===== src/rtl/axi4_rd_arbiter.sv =====
// axi4_rd_arbiter: two-master AXI4 read arbiter onto one shared slave, one outstanding burst at a time
module axi4_rd_arbiter #(
  parameter bit RR_EN = 1'b1
) (
  input  logic        ACLK,
  input  logic        ARESET,
  input  logic [63:0] M_ARADDR,
  input  logic [15:0] M_ARLEN,
  input  logic [5:0]  M_ARSIZE,
  input  logic [3:0]  M_ARBURST,
  input  logic [1:0]  M_ARVALID,
  output logic [1:0]  M_ARREADY,
  output logic [31:0] M_RDATA,
  output logic [1:0]  M_RRESP,
  output logic        M_RLAST,
  output logic [1:0]  M_RVALID,
  input  logic [1:0]  M_RREADY,
  output logic        S_AXI_ARID,
  output logic [31:0] S_AXI_ARADDR,
  output logic [7:0]  S_AXI_ARLEN,
  output logic [2:0]  S_AXI_ARSIZE,
  output logic [1:0]  S_AXI_ARBURST,
  output logic        S_AXI_ARVALID,
  output logic        S_AXI_RREADY,
  input  logic        S_AXI_ARREADY,
  input  logic        S_AXI_RID,
  input  logic [31:0] S_AXI_RDATA,
  input  logic [1:0]  S_AXI_RRESP,
  input  logic        S_AXI_RLAST,
  input  logic        S_AXI_RVALID,
  output logic        ERR_LEN
);
  typedef enum logic [1:0] {IDLE, ADDR, DATA} state_t;
  state_t      state_q, state_d;
  logic        grant_q, grant_d, last_q, last_d, err_q, err_d;
  logic [31:0] addr_q, addr_d;
  logic [7:0]  len_q, len_d, beat_q, beat_d;
  logic [2:0]  size_q, size_d;
  logic [1:0]  burst_q, burst_d;
  logic        pick, in_addr, in_data, beat, unused_rid;
  // Winner of a contest plus phase and beat qualifiers; read ID plays no part in routing
  always_comb begin
    pick = &M_ARVALID ? (RR_EN ? ~last_q : 1'b0) : M_ARVALID[1];
    in_addr = state_q == ADDR;
    in_data = state_q == DATA;
    beat = in_data & S_AXI_RVALID & S_AXI_RREADY;
    unused_rid = S_AXI_RID;
  end
  // Next-state: grant and capture in IDLE, wait for address handshake, count beats and check length
  always_comb begin
    state_d = state_q;
    grant_d = grant_q;
    last_d = last_q;
    err_d = err_q;
    addr_d = addr_q;
    len_d = len_q;
    size_d = size_q;
    burst_d = burst_q;
    beat_d = beat_q;
    case (state_q)
      IDLE: if (|M_ARVALID) begin
        state_d = ADDR;
        grant_d = pick;
        addr_d = M_ARADDR[{pick, 5'd0} +: 32];
        len_d = M_ARLEN[{pick, 3'd0} +: 8];
        size_d = pick ? M_ARSIZE[5:3] : M_ARSIZE[2:0];
        burst_d = pick ? M_ARBURST[3:2] : M_ARBURST[1:0];
      end
      ADDR: if (S_AXI_ARREADY) begin
        state_d = DATA;
        beat_d = '0;
      end
      DATA: if (beat) begin
        beat_d = beat_q + 8'd1;
        err_d = err_q | (S_AXI_RLAST ? beat_q != len_q : beat_q == len_q);
        if (S_AXI_RLAST) begin
          state_d = IDLE;
          last_d = grant_q;
        end
      end
      default: state_d = IDLE;
    endcase
  end
  // State register; reset leaves M1 as last granted so M0 wins the first contest
  always_ff @(posedge ACLK) begin
    if (ARESET) begin
      state_q <= IDLE;
      grant_q <= 1'b0;
      last_q <= 1'b1;
      err_q <= 1'b0;
      addr_q <= '0;
      len_q <= '0;
      size_q <= '0;
      burst_q <= '0;
      beat_q <= '0;
    end else begin
      state_q <= state_d;
      grant_q <= grant_d;
      last_q <= last_d;
      err_q <= err_d;
      addr_q <= addr_d;
      len_q <= len_d;
      size_q <= size_d;
      burst_q <= burst_d;
      beat_q <= beat_d;
    end
  end
  assign M_ARREADY = {2{in_addr & S_AXI_ARREADY}} & {grant_q, ~grant_q};
  assign M_RVALID = {2{in_data & S_AXI_RVALID}} & {grant_q, ~grant_q};
  assign S_AXI_RREADY = in_data & M_RREADY[grant_q];
  assign M_RDATA = S_AXI_RDATA;
  assign M_RRESP = S_AXI_RRESP;
  assign M_RLAST = S_AXI_RLAST;
  assign S_AXI_ARVALID = in_addr;
  assign S_AXI_ARID = grant_q;
  assign S_AXI_ARADDR = addr_q;
  assign S_AXI_ARLEN = len_q;
  assign S_AXI_ARSIZE = size_q;
  assign S_AXI_ARBURST = burst_q;
  assign ERR_LEN = err_q;
endmodule


===== config.mk =====
export PLATFORM = sky130hd
export DESIGN_NAME = axi4_rd_arbiter
export DESIGN_NICKNAME = d
export VERILOG_FILES = /design/src/rtl/axi4_rd_arbiter.sv
export SDC_FILE = /design/constraint.sdc
export NUM_CORES = 1
export LEC_CHECK = 0
export CAP_MARGIN = 20
export CORE_MARGIN = 1
export CORE_UTILIZATION = 37
export DETAILED_ROUTE_END_ITERATION = 8
export PLACE_DENSITY_LB_ADDON = 0.15
export REMOVE_ABC_BUFFERS = 1
export SETUP_SLACK_MARGIN = 0.2
export SLEW_MARGIN = 20
export SYNTH_ARGS = -nofsm -noshare
export SYNTH_HDL_FRONTEND = slang
export SYNTH_SLANG_ARGS = --single-unit

===== constraint.sdc =====
create_clock -name ACLK -period 2.5 [get_ports ACLK]
set_clock_uncertainty 0.2 [all_clocks]
set_input_delay 0.5 -clock ACLK [delete_from_list [all_inputs] [get_ports ACLK]]
set_output_delay 0.5 -clock ACLK [all_outputs]
set_load 0.005 [all_outputs]

==> Word level (Yosys, flattened, before mapping) <==
Index checks and enable logic that the tools add are counted.
{ "totals": {"regBits": 58, "in_bits": 134, "out_inout_bits": 88, "word_cells": 53} }
{ "op_classes": {"add_sub_neg": 1, "n_lt_le_gt_ge": 1, "n_eq_ne": 8, "n_shift": 2, "n_mux": 14, "n_bitwise": 9, "n_reduce_logical": 9} }
{ "ops": {"columns": ["op", "count"], "rows": [
  ["$shiftx A64 B7 Y32", 1],
  ["$mux W8", 2],
  ["$pmux W8 S2", 1],
  ["$shiftx A16 B5 Y8", 1],
  ["$mux W2", 5],
  ["$add A8 B1 Y8 const B", 1],
  ["$eq A8 B8 Y1", 1],
  ["$ne A8 B8 Y1", 1],
  ["$ne A2 B2 Y1 const B", 3],
  ["$pmux W2 S3", 1],
  ["$reduce_and A2 Y1", 3],
  ["$reduce_and A3 Y1", 2],
  ["$and A1 B1 Y1", 4],
  ["$and A2 B2 Y2", 2],
  ["$mux W1", 4],
  ["$reduce_and A4 Y1", 1],
  ["$mux W3", 1],
  ["$eq A2 B1 Y1 const B", 1],
  ["$eq A2 B2 Y1 const B", 1],
  ["$logic_not A2 Y1", 1],
  ["$lt A1 B2 Y1 const B", 1],
  ["$ne A2 B1 Y1 const B", 1],
  ["$not A1 Y1", 2],
  ["$reduce_bool A2 Y1", 1],
  ["2 further kinds", 2]
]} }

==> Longest topological paths before layout <==
Gate-level depths: netlist of the first run.
{ "logic_depth": {"word_depth": 6, "ltp_mapped": 6, "mapped_depth_nobuf": 5} }

==> Worst setup path after synthesis of the first run <==
No wires, ideal clock.
{ "synth_path": {"path_kind": "register to register", "startpoint": "reg grant_q, in the netlist S_AXI_ARID", "endpoint": "reg last_q", "setup_ns": 0.120, "t_arrival_ns": 1.343, "t_required_ns": 2.180, "slack_ns": 0.837, "path_stages_with_launch": 5, "cell_sequence": "dfxtp_1 -> mux2i_2 -> nor2_2 -> and3_1 -> a211o_1"} }
{ "synth_between": {"elab_chain_cells": 5} }
{ "synth_rtl": {"columns": ["item", "line_no", "source"], "rows": [
  ["start, declared", "35", "logic grant_q, grant_d, last_q, last_d, err_q, err_d;"],
  ["start signal, assigned", "98", "grant_q <= grant_d;"],
  ["$mux W1 (not written as such) (2 in series)", "110", "assign S_AXI_RREADY = in_data & M_RREADY[grant_q];"],
  ["$and A1 B1 Y1", "110", null],
  ["$and A1 B1 Y1", "46", "beat = in_data & S_AXI_RVALID & S_AXI_RREADY;"],
  ["$reduce_and A3 Y1 (no source line)", null, null],
  ["end signal, assigned", "99", "last_q <= last_d;"],
  ["end, declared", "35", null]
]} }
Parallel ways exist; a longest one is shown, timed or not. The select of a mux whose other input is x is not followed.
A chain may end at the register's enable or synchronous reset.

==> Worst setup path after layout of the first run <==
{ "layout_path": {"startpoint": "reg state_q[0]", "endpoint": "out M_ARREADY[1]"} }
{ "layout_between": {"elab_chain_cells": 3} }
{ "layout_rtl": {"columns": ["item", "line_no", "source"], "rows": [
  ["start, declared", "34", "state_t state_q, state_d;"],
  ["start signal, assigned", "97", "state_q <= state_d;"],
  ["$eq A2 B1 Y1", "44", "in_addr = state_q == ADDR;"],
  ["$and A1 B1 Y1", "108", "assign M_ARREADY = {2{in_addr & S_AXI_ARREADY}} & {grant_q, ~grant_q};"],
  ["$and A2 B2 Y2", "108", null],
  ["end, declared", "12", "output logic [1:0] M_ARREADY,"]
]} }
No other way between the ends.

==> results of run 1 <==
-- area by class of cell --
cell class              instances  share of cell area (%)
clock buffers                  15                   3.983
inverters                       2                  0.1604
repair buffers                167                   35.74
well taps                     102                   2.727
multi-input cells             210                   31.89
clock inverters                 1                  0.6415
flip-flops and latches         58                   24.86
-- flip-flops by register name (all words and copies together) (netlist names) --
name	count
last_q	1
S_AXI_ARID	1
beat_q	8
state_q	2
S_AXI_ARBURST	2
S_AXI_ARSIZE	3
S_AXI_ARADDR	32
S_AXI_ARLEN	8
ERR_LEN	1
-- synthesized netlist by cell type (2+ instances only) --
library cell,instances
a211oi_2,3
mux2i_1,46
dfxtp_1,58
inv_1,2
clkbuf_1,8
nand3_1,2
xnor2_1,9
nand2_1,5
buf_4,40
buf_2,6
nand3b_1,3
a211oi_1,46
nor2_1,56
o21ai_1,2
nor3_1,2
a21oi_1,10
nand4_1,2
and3_1,5
buf_1,4
nor2b_1,2
-- routing by layer --
| metal | global-route usage [%] | share of wire (%) |
|---|---|---|
| met4 | 8.203 | 1.8 |
| met2 | 31.30 | 41 |
| met3 | 15.68 | 16 |
| met1 | 27.06 | 41 |
| met5 | 14.10 | 1.4 |
-- cell families after synthesis --
family	Yosys count
AO/OA/AOI/OAI	68
XOR/XNOR	9
adder cells (fa/ha/maj)	1
buffers and inverters	61
flip-flops	58
multiplexers	47
AND/OR/NAND/NOR	85
-- through the flow --
stage	hold WS, ns	worst slack [ns]
2_1_floorplan	0.2355	-3.481
3_3_place_gp	0.2569	0.07445
3_5_place_dp	0.2701	0.07979
4_1_cts	0.2844	0.1634
5_1_grt	0.3210	0.2322
6_report	0.2734	0.2900
-- repair_timing --
item / CTS / global route
resized for setup: 8 / 2
cloned: 0 / 0
setup endpoints to repair: 5 / 1
setup buffers: 0 / 1
-- power by group through the flow --
| stage | Sequential, mW | Clock (mW) | Combinational, mW |
|---|---|---|---|
| global route | 1.10 | 0.995 | 0.802 |
| floorplan | 1.11 | 0 | 0.297 |
| CTS | 1.09 | 0.947 | 0.737 |
| detailed placement | 1.10 | 0 | 0.734 |
| finish | 1.09 | 0.923 | 0.733 |
| global placement | 1.10 | 0 | 0.727 |
-- worst min path at each step --
stage | start | end | slack (ns)
4_1_cts | ERR_LEN | ERR_LEN | 0.28
5_1_grt | S_AXI_ARADDR[26] | S_AXI_ARADDR[26] | 0.32
3_5_place_dp | ERR_LEN | ERR_LEN | 0.27
3_3_place_gp | ERR_LEN | ERR_LEN | 0.26
2_1_floorplan | last_q | last_q | 0.24
6_report | ERR_LEN | ERR_LEN | 0.27
-- layout by cell type (no fill, tap or decap), types with 2 or more instances in the layout --
cell type	count
mux2i_1	46
dfxtp_2	2
buf_4	11
inv_1	2
a211oi_1	46
buf_12	4
dfxtp_1	56
xnor2_1	9
nor2_1	56
nor3_2	2
nand3_1	2
a21oi_1	10
clkbuf_8	13
nand3b_1	3
dlygate4sd2_1	5
nand2_1	5
o21ai_1	2
clkbuf_1	2
nand4_1	2
and3_1	5
a211oi_2	3
clkdlybuf4s50_1	146
-- worst reg2reg max path: stages (launching register included) --
cell and delay (ns):
dfxtp_1 0.48, mux2i_2 0.28, buf_4 0.19, nor2_2 0.04, buf_4 0.15, and3_1 0.18, a211o_1 0.26
==> flow_summary.toml, run 1 <==
[setup_path]
crit_start = "state_q[0]"
crit_path_end = "M_ARREADY[1]"
path_cells = "nor2b_4, and3_1, clkdlybuf4s50_1"
slowest_delay_ns = 0.49
reg2reg_slack_ns = 0.62
crit_family = "buffers and inverters"
crit_arrival_ns = 1.51
reg2regPathDepth = 6
crit_fanout = 5
critPathBufInv = 1
regToRegEndpoint = "last_q"
worst-path-stages = 3
path_class = "reg -> out"
cp-start-kind = "flip-flop"
worst_setup_path_end_kind = "primary output"
slowest_stage = "clkdlybuf4s50_1"
required_ns = 1.80
r2r_start = "S_AXI_ARID"

[finish]
multiInputGateArea_um2 = 1493
design_area_um2 = 4681
seq_area_um2 = 1164
diodes = 0
utilization_pct = 59.95
fillerInstances = 700
final_nets = 583
stdcell_count = 555
drive_gt1_share_pct = 9.934
area_growth_pct = 54.91

[pwr]
sequentialPowerShare_pct = 39.6
p_leak_nw = 1.770
total_power_mw = 2.741
clkPwrFrac_pct = 33.7
p_sw_uw = 695.3
internal_power_mw = 2.046
switching_share_pct = 25.37
power_frac_comb_pct = 26.7
power.density_nw_per_um2 = 585.6
peakVddDrop_mv = 0.2389

[detailed_routing]
drt-initial-drc-count = 51
drc = 0
dr.pass1.iters = 4
wl_um = 9549
ant_nets = 0
wl_per_cell_um = 17.21
vias = 2847
avgViaCountPerCell = 5.130

[timing]
timing.final.crit_share_pct = 88.40
period_minus_slack_ns = 2.210
worst_pin_slew_ns = 0.4513
slew_violations = 0
finalHoldViolCount = 0
setup_violations = 0
fmax_ghz = 0.4525
tns_ns = 0
relSlewSlack_pct = 69.92
rsz0062_at_grt = "false"

[synth]
synth_compound_area_share_pct = 16.81
ys_seq_area_share_pct = 38.43
synthXorXnorAreaFrac_pct = 2.609
synth-warning-count = 0
synth.top_cell.area_share_pct = 38.43
synthFlopType = "dfxtp_1"
synthSimpleGateAreaFrac_pct = 13.00
syn_inst = 329
ys_async_sr_fraction_pct = 0
synth_area_leaders = "dfxtp_1 (38%), mux2i_1 (15%), a211oi_1 (11%)"
synth_top_family_by_area = "compound AO/OA/AOI/OAI gates"
syn-cell-area_um2 = 3022
synth.distinct_cells = 38
synth_area_per_cell_um2 = 9.184
synth_top_area_cell = "dfxtp_1"
synthMuxAreaShare_pct = 15.69
synth_fa_ha_area_share_pct = 0.4141
synth_edf_count = 0
ys_ff_latch = 58

[clocking]
cts_hold_buffers = 0
cts.sinks = 58
cts_buffers = 9
cts.htree.levels = 3
cts_tree = "yes"
clkSlewWorstSetupHoldPaths_ns = 0.06
clock_latency_ns = 0.33
cts_root_buf = "clkbuf_8"
clk_path_buf_depth = 2

[job]
max-cap-violations = 0

[outcome]
status = "finished, final reports clean"

[global_route]
grt_overflow = 0
track_usage_pct = 22.96
grt_pass1_wl_um = 14500
grt_pass1_vias = 2698
grt_max_degree = 60
antenna_found_initial = 0

[floorplanning]
dieArea_um2 = 8532
die_x_um = 92.37
placementRows = 32
start_util_pct = 38.70
pin_count = 222
core_um2 = 7807
die_h_um = 92.37

[min_path]
whs_path_depth = 2
min_path_type = "reg -> reg"

[placement]
dpl_cell_area_um2 = 4451
dp_hpwl_um = 7323
place_congestion = 0.8220
port_buffers = 152
dp.cells = 538
No activity file was read; power rests on OpenSTA's default activity.
==> inputs of run 2 (changes only) <==
--- a/config.mk
+++ b/config.mk
@@ -5,9 +5,12 @@
 export SDC_FILE = /design/constraint.sdc
 export NUM_CORES = 1
 export LEC_CHECK = 0
+export ABC_AREA = 0
 export CAP_MARGIN = 20
+export CELL_PAD_IN_SITES_DETAIL_PLACEMENT = 0
+export CELL_PAD_IN_SITES_GLOBAL_PLACEMENT = 1
 export CORE_MARGIN = 1
-export CORE_UTILIZATION = 37
+export CORE_UTILIZATION = 25
 export DETAILED_ROUTE_END_ITERATION = 8
 export PLACE_DENSITY_LB_ADDON = 0.15
 export REMOVE_ABC_BUFFERS = 1
==> flow_summary.toml, run 2 (synthesized netlist as in run 1, its figures left out) <==
[setup_path]
required_ns = 1.80
crit_fanout = 5
path_cells = "nor2b_4, and3_4, clkdlybuf4s50_1"
slowest_stage = "clkdlybuf4s50_1"
worst_setup_path_end_kind = "primary output"
critPathBufInv = 1
slowest_delay_ns = 0.49
crit_arrival_ns = 1.54
crit_family = "buffers and inverters"
cp-start-kind = "flip-flop"
path_class = "reg -> out"

[detailed_routing]
vias = 2774
avgViaCountPerCell = 4.654
drt-initial-drc-count = 96
wl_per_cell_um = 17.14
wl_um = 10220
drc = 5
ant_nets = 0
dr.pass1.iters = 8

[pwr]
p_leak_nw = 1.824
peakVddDrop_mv = 0.2417
total_power_mw = 3.044
power.density_nw_per_um2 = 630.3

[timing]
finalHoldViolCount = 0
timing.final.crit_share_pct = 89.52
setup_violations = 0
worst_pin_slew_ns = 0.4736
rsz0062_at_grt = "false"
relSlewSlack_pct = 68.43
holdWs_ns = 0.2762
fmax_ghz = 0.4468
period_minus_slack_ns = 2.238
slew_violations = 0

[job]
max-cap-violations = 0

[clocking]
clkSlewWorstSetupHoldPaths_ns = 0.05
cts.htree.levels = 3
cts_root_buf = "clkbuf_16"
cts_buffers = 9
cts.sinks = 58
cts_tree = "yes"
clock_latency_ns = 0.33
cts_hold_buffers = 0
clk_path_buf_depth = 2

[min_path]
min_path_type = "reg -> reg"

[floorplanning]
pin_count = 222
core_um2 = 11610
placementRows = 39
dieArea_um2 = 12530
die_x_um = 111.9
start_util_pct = 26.02
die_h_um = 111.9

[global_route]
grt_overflow = 0
antenna_found_initial = 0
grt_pass1_wl_um = 15640
use_met2_pct = 21.33
grt_max_degree = 58
grt_pass1_vias = 2767
track_usage_pct = 16.72
use_met1_pct = 19.79
grt_use_met3_pct = 13.45
busiest_layer = "met2"

[finish]
final_cell_mix = "clkdlybuf4s50_1 (146), nor2_1 (56), dfxtp_1 (55), mux2i_1 (46), a211oi_1 (46)"
layout_commonest_cell = "clkdlybuf4s50_1"
diodes = 0
largest_register_ffs = 32
final_nets = 583
drive_gt1_share_pct = 10.60
area_growth_pct = 59.83

[outcome]
violations = "DRC"
status = "finished, violations left"

[placement]
port_buffers = 152
dp_hpwl_um = 7718
place_congestion = 0.7228
-- run 2: changes by cell type in the layout (fill, tap and decap cells not counted), moves of 2 or more --
cell / delta
dlygate4sd2_1: -2
clkbuf_8: -8
clkbuf_16: +9
dfxtp_4: +2
dlymetal6s2s_1: +2
-- run 2: metrics by stage --
step / setup slack (ns) / cells / util [%] / setup TNS [ns] / area, µm²
finish: 0.2621 / 596 / 41.59 / 0 / 4830
global route: 0.1975 / 596 / 41.59 / 0 / 4830
CTS: 0.1301 / 596 / 41.34 / 0 / 4801
detailed placement: 0.1090 / 580 / 38.72 / 0 / 4497
global placement: 0.1236 / 580 / 38.72 / 0 / 4497
floorplan: -3.481 / 270 / - / -160.16 / 2635
-- run 2: cell type report --
type	instances	area [µm²]
fillers	1158	6784
well taps	143	178.9
clock buffers	15	297.8
multi-input cells	210	1503
clock inverters	1	5.005
inverters	2	7.507
repair buffers	167	1668
flip-flops and latches	58	1170
-- run 2: worst register-to-register path, cell delays in order (launching register included) --
cell and delay (ns):
dfxtp_2 0.41, mux2i_2 0.27, buf_4 0.19, nor2_2 0.04
buf_4 0.15, and3_1 0.18, a211o_1 0.25
-- run 2: final timing paths --
check / from / end / slack, ns / cells past startpoint
max: state_q[1] / M_RVALID[1] / 0.26 / 3
min: ERR_LEN / ERR_LEN / 0.28 / 2
max reg2reg: S_AXI_ARID / last_q / 0.70 / 6
min reg2reg: ERR_LEN / ERR_LEN / 0.28 / 2
-- run 2: what timing repair did --
item,in CTS,in global routing
setup endpoints to repair,5,3
setup buffers,0,0
hold endpoints to repair,0,0
resized for setup,5,10
-- run 2: report_power, final --
group / switching, mW / total, mW / internal, mW
Sequential: 0.0638 / 1.09 / 1.03
Combinational: 0.282 / 0.733 / 0.451
Clock: 0.418 / 1.22 / 0.804
Total: 0.764 / 3.04 / 2.28
-- run 2: metal layers --
| metal | share of wire, % | vias up |
|---|---|---|
| li1 | - | 1383 |
| met4 | 1.6 | 4 |
| met3 | 17 | 14 |
| met1 | 43 | 1199 |
| met5 | 0.94 | - |
| met2 | 37 | 174 |
==> inputs of run 3 (changes only) <==
--- a/config.mk
+++ b/config.mk
@@ -15,7 +15,6 @@
 export PLACE_DENSITY_LB_ADDON = 0.15
 export REMOVE_ABC_BUFFERS = 1
 export SETUP_SLACK_MARGIN = 0.2
-export SLEW_MARGIN = 20
 export SYNTH_ARGS = -nofsm -noshare
 export SYNTH_HDL_FRONTEND = slang
 export SYNTH_SLANG_ARGS = --single-unit
==> results of run 3 <==
No change in the layout: final DEF, timing and power equal those of run 2.
